### config.mk
export PLATFORM = sky130hd
export DESIGN_NAME = ram_arbiter
export DESIGN_NICKNAME = d
export VERILOG_FILES = /design/src/rtl/ram_arbiter.sv
export SDC_FILE = /design/constraint.sdc
export NUM_CORES = 1
export LEC_CHECK = 0
export CAP_MARGIN = 10
export CORE_ASPECT_RATIO = 1.2
export CORE_MARGIN = 4
export CORE_UTILIZATION = 32
export CTS_CLUSTER_DIAMETER = 50
export DETAILED_ROUTE_END_ITERATION = 8
export GPL_ROUTABILITY_DRIVEN = 1
export PLACE_DENSITY = 0.75
export SYNTH_ARGS = -nofsm -noshare
export SYNTH_HDL_FRONTEND = slang
export SYNTH_SLANG_ARGS = --single-unit
### constraint.sdc
create_clock -name clk -period 1.4 [get_ports clk]
set_clock_uncertainty 0.15 [all_clocks]
set_input_delay 0.28 -clock clk [delete_from_list [all_inputs] [get_ports clk]]
set_output_delay 0.28 -clock clk [all_outputs]
set_load 0.02 [all_outputs]
### src/rtl/ram_arbiter.sv
// rtl/ram_arbiter.sv - two-requester arbiter/sequencer in front of a 128x8 single-port RAM
// Optional: define RAM_ARB_FIXED_PRIO_EN to make requester 0 win every tie.
module ram_arbiter #(
    parameter int ADDR_W = 7,
    parameter int DATA_W = 8
) (
    input  logic              clk,
    input  logic              rst,
    input  logic              req0_valid,
    input  logic              req0_we,
    input  logic [ADDR_W-1:0] req0_addr,
    input  logic [DATA_W-1:0] req0_wdata,
    output logic              req0_ready,
    output logic              rsp0_valid,
    input  logic              req1_valid,
    input  logic              req1_we,
    input  logic [ADDR_W-1:0] req1_addr,
    input  logic [DATA_W-1:0] req1_wdata,
    output logic              req1_ready,
    output logic              rsp1_valid,
    output logic [DATA_W-1:0] rsp_rdata,
    output logic              mem_rst,
    output logic              mem_en,
    output logic              mem_we,
    output logic [ADDR_W-1:0] mem_addr,
    output logic [DATA_W-1:0] mem_in,
    input  logic [DATA_W-1:0] mem_out
);

    localparam logic [1:0] S_IDLE   = 2'd0;
    localparam logic [1:0] S_ACCESS = 2'd1;
    localparam logic [1:0] S_RESP   = 2'd2;

    logic [1:0]        state_q, state_d;
    logic              mem_rst_q;
    logic              last_grant_q, last_grant_d;
    logic              gnt_q, gnt_d;
    logic              we_q, we_d;
    logic [ADDR_W-1:0] addr_q, addr_d;
    logic [DATA_W-1:0] wdata_q, wdata_d;

    logic pick1;
    logic accept;

    always_comb begin
        pick1 = 1'b0;
`ifdef RAM_ARB_FIXED_PRIO_EN
        pick1 = req1_valid & ~req0_valid;
`else
        // On a tie, hand the grant to whoever did not win last time.
        pick1 = (req0_valid & req1_valid) ? ~last_grant_q : req1_valid;
`endif
    end

    assign accept     = (state_q == S_IDLE) && !mem_rst_q && (req0_valid || req1_valid);
    assign req0_ready = accept & ~pick1;
    assign req1_ready = accept &  pick1;

    always_comb begin
        state_d      = state_q;
        last_grant_d = last_grant_q;
        gnt_d        = gnt_q;
        we_d         = we_q;
        addr_d       = addr_q;
        wdata_d      = wdata_q;
        case (state_q)
            S_IDLE: begin
                if (accept) begin
                    gnt_d        = pick1;
                    last_grant_d = pick1;
                    we_d         = pick1 ? req1_we    : req0_we;
                    addr_d       = pick1 ? req1_addr  : req0_addr;
                    wdata_d      = pick1 ? req1_wdata : req0_wdata;
                    state_d      = S_ACCESS;
                end
            end
            S_ACCESS: state_d = S_RESP;
            S_RESP:   state_d = S_IDLE;
            default:  state_d = S_IDLE;
        endcase
    end

    always_ff @(posedge clk or negedge rst) begin
        if (!rst) begin
            state_q      <= S_IDLE;
            mem_rst_q    <= 1'b1;
            last_grant_q <= 1'b1;
            gnt_q        <= 1'b0;
            we_q         <= 1'b0;
            addr_q       <= '0;
            wdata_q      <= '0;
        end else begin
            state_q      <= state_d;
            mem_rst_q    <= 1'b0;
            last_grant_q <= last_grant_d;
            gnt_q        <= gnt_d;
            we_q         <= we_d;
            addr_q       <= addr_d;
            wdata_q      <= wdata_d;
        end
    end

    assign mem_rst    = mem_rst_q;
    assign mem_en     = (state_q == S_ACCESS);
    assign mem_we     = (state_q == S_ACCESS) & we_q;
    assign mem_addr   = addr_q;
    assign mem_in     = wdata_q;
    // The RAM registered its output at the ACCESS edge, so mem_out is already valid in RESP.
    assign rsp_rdata  = mem_out;
    assign rsp0_valid = (state_q == S_RESP) & ~gnt_q;
    assign rsp1_valid = (state_q == S_RESP) &  gnt_q;

endmodule
==> metrics, run 1 <==
layout cells sized above 1 57.6%; Hold Vio Cnt, Final 0; most common cell after layout, fill and taps aside clkdlybuf4s50_1; crit path capture type register; Critical Path Fanout Max 4; # rows 23; largest net degree at the start of global routing 22; gr ovfl total 0; GRT met1 Usage between 20% and 30%; Filler Cell Count between 200 and 250; max incr delay on CP ~0.56 ns; Yosys warnings 0; clk sinks 21; Via-to-Cell Ratio 5.27; kind of critical path register to register; met3 GRT Util 4.60%; cell mode on critical path buf_6; DRT antenna net count 0; max-cap violations 0; Hold WS 0.220 ns; Startpoint Class register; fin util between 60% and 70%; Ant. Diodes 0; worst skew pair latency around 0.26 ns; top cell type's share of synthesized area between 40% and 50%; slowest cell on the critical path dfstp_2; leak pwr approximately 0.00094 uW; post-synth cell types 23; dominant cell type by area after synthesis dfrtp_1; violated checks negative setup slack; crit-path cells nor3_4 > o21a_2 > buf_4 > buf_6 > buf_6 > buf_8 > clkbuf_16 > a2bb2oi_2; RSZ-0062 raised after global routing yes; GR peak layer met2; initial antenna violation count 0; die area approximately 0.0045 mm2; Syn Nets ~130; number of max-slew violations in the final report 0; CTS tree done; ranking of synthesized cells by area dfrtp_1, o32ai_1, a2bb2oi_2; status finished with violations; first-pass GRT wire length about 6300 um; Core Region between 0.003 and 0.004 mm2; final setup violation count 25; CTS buffer count 3; syn_area_per_cell around 13 um2; # hold bufs at CTS 0; Tot GR Track Use between 10% and 20%; fin nets between 200 and 250; chip width 61.8 um; Worst Setup Slack, final -0.376 ns; maximum buffer depth of the clock tree 2; CTS H-tree lvls 1; Mapped Area approximately 0.0011 mm2; post-DR wirelength/cell between 20 and 25 um; Tcrit/Tclk final 127%; WP data required roughly 1.4 ns; Seq/Total Area, Yosys a little under half; starting DRC count in detailed routing 19; Buffers on Ports 57; buffers and inverters on the worst path 5; maximum clock rate 563 MHz; Power Total approximately 2800 uW; gpl congestion around 0.78; root buffer cell clkbuf_8; I/O Pins 74; final worst path period need between 1.5 and 2 ns; hpwl dp around 2600 um; grt met2 use approximately a third; Clk pin slew, worst setup/hold paths 0.08 ns; Mapped Cells 87; vias in the first global route 1,245; vias post-DR 1,101; Yosys reg bits 21; router iterations before antenna repair 4; Peak VDD IR a little over 0.9 mV; most frequent cells in the layout clkdlybuf4s50_1, buf_4, dfrtp_1; area delta synth->final 108%; kind of cell adding the most delay to the critical path buffers and inverters; Die Ht around 73 um; Initial Utilization approximately 33%; Tightest Hold Check Type input port to async pin; PwrDens between 1000 and 1500 mW/mm2; Routed WL around 4300 um; Crit path arrival time 1.76 ns; drc violations 0
==> through the flow <==
step | setup WS [ns] | cell area [um2] | cells | setup TNS (ns)
floorplan | -0.232 | 1200 | 87 | -0.717
global placement | -0.823 | 1880 | 188 | -9.65
detailed placement | -0.872 | 1880 | 188 | -10.87
CTS | -0.348 | 2120 | 197 | -3.57
global route | -0.410 | 2320 | 209 | -8.98
finish | -0.376 | 2320 | 209 | -7.86
==> power breakdown <==
part           internal, uW  switching (uW)
logic                   837             673
registers               772             111
clock network           198             204
total                  1810             988
==> path summary, 6_finish.rpt <==
| kind | endpoint | slack (ns) | cells after the start | startpoint |
|---|---|---|---|---|
| worst min register to register | mem_addr[1]$_DFFE_PN0P_ | 0.39 | 1 | mem_addr[1]$_DFFE_PN0P_ |
| worst min-delay path | state_q[1]$_DFFE_PN0P_ | 0.22 | 2 | rst |
| max in group asynchronous | last_grant_q$_DFFE_PN1P_ | 0.66 | 2 | rst |
| worst max register to register | we_q$_DFFE_PN0P_ | -0.38 | 8 | mem_rst$_DFF_PN1_ |
| worst max-delay path | we_q$_DFFE_PN0P_ | -0.38 | 8 | mem_rst$_DFF_PN1_ |
| min in group clk | last_grant_q$_DFFE_PN1P_ | 0.36 | 3 | req0_valid |
==> flip-flops by register name (all words and copies together), names as in the netlist <==
name and cells:
mem_in 8, gnt_q 1, mem_rst 1, we_q 1
last_grant_q 1, state_q 2, mem_addr 7
==> cell families (layout without fill, tap and decap cells) <==
| logic type | after synthesis | after routing | synth area share [%] |
|---|---|---|---|
| compound gates | 38 | 38 | 33.3 |
| buf+inv | 18 | 103 | 13.2 |
| flops | 21 | 21 | 47.5 |
| other cells | 1 | 1 | 0.337 |
| simple gates | 9 | 9 | 5.74 |
==> Yosys cell counts <==
| cell | n |
|---|---|
| conb_1 | 1 |
| nor4_1 | 1 |
| a2bb2oi_1 | 9 |
| inv_1 | 1 |
| clkbuf_2 | 1 |
| nor3_2 | 1 |
| dfrtp_1 | 19 |
| a21oi_1 | 3 |
| and3b_1 | 1 |
| a21bo_2 | 1 |
| and2_1 | 2 |
| nor3b_1 | 1 |
| buf_2 | 2 |
| buf_4 | 9 |
| dfstp_2 | 2 |
| a2bb2oi_2 | 7 |
| o21a_1 | 1 |
| nor2b_1 | 3 |
| o32ai_1 | 15 |
| o32ai_2 | 1 |
| a31oi_1 | 1 |
| buf_8 | 1 |
| buf_6 | 4 |
==> layout make-up <==
class	instances	area (um2)	share of cell area, %
flip-flops and latches	21	529	22.9
clock inverters	1	5.00	0.216
clock buffers	3	41.3	1.78
well taps	37	46.3	2.00
multi-input cells	48	682	29.4
inverters	1	3.75	0.162
repair buffers	98	1010	43.5
==> timing repair <==
action	4_1_cts	5_1_grt
pin swaps	3	3
gates resized for setup	93	30
gates cloned	2	3
endpoints found under the hold margin	0	0
setup buffers	3	13
setup endpoints to repair	40	39
==> metal layers <==
layer / vias up / share of wire [%]
met2: 46 / 57
li1: 505 / -
met1: 544 / 36
met3: 6 / 6.2
met5: - / 0
met4: 0 / 1.3
No activity file was read; power rests on OpenSTA's default activity.
==> run 2, diff against run 1 <==
Settings changed: HOLD_SLACK_MARGIN set to 0.08.
==> results of run 2 <==
Same layout as run 1: the final DEF is identical, and so are final timing and power.
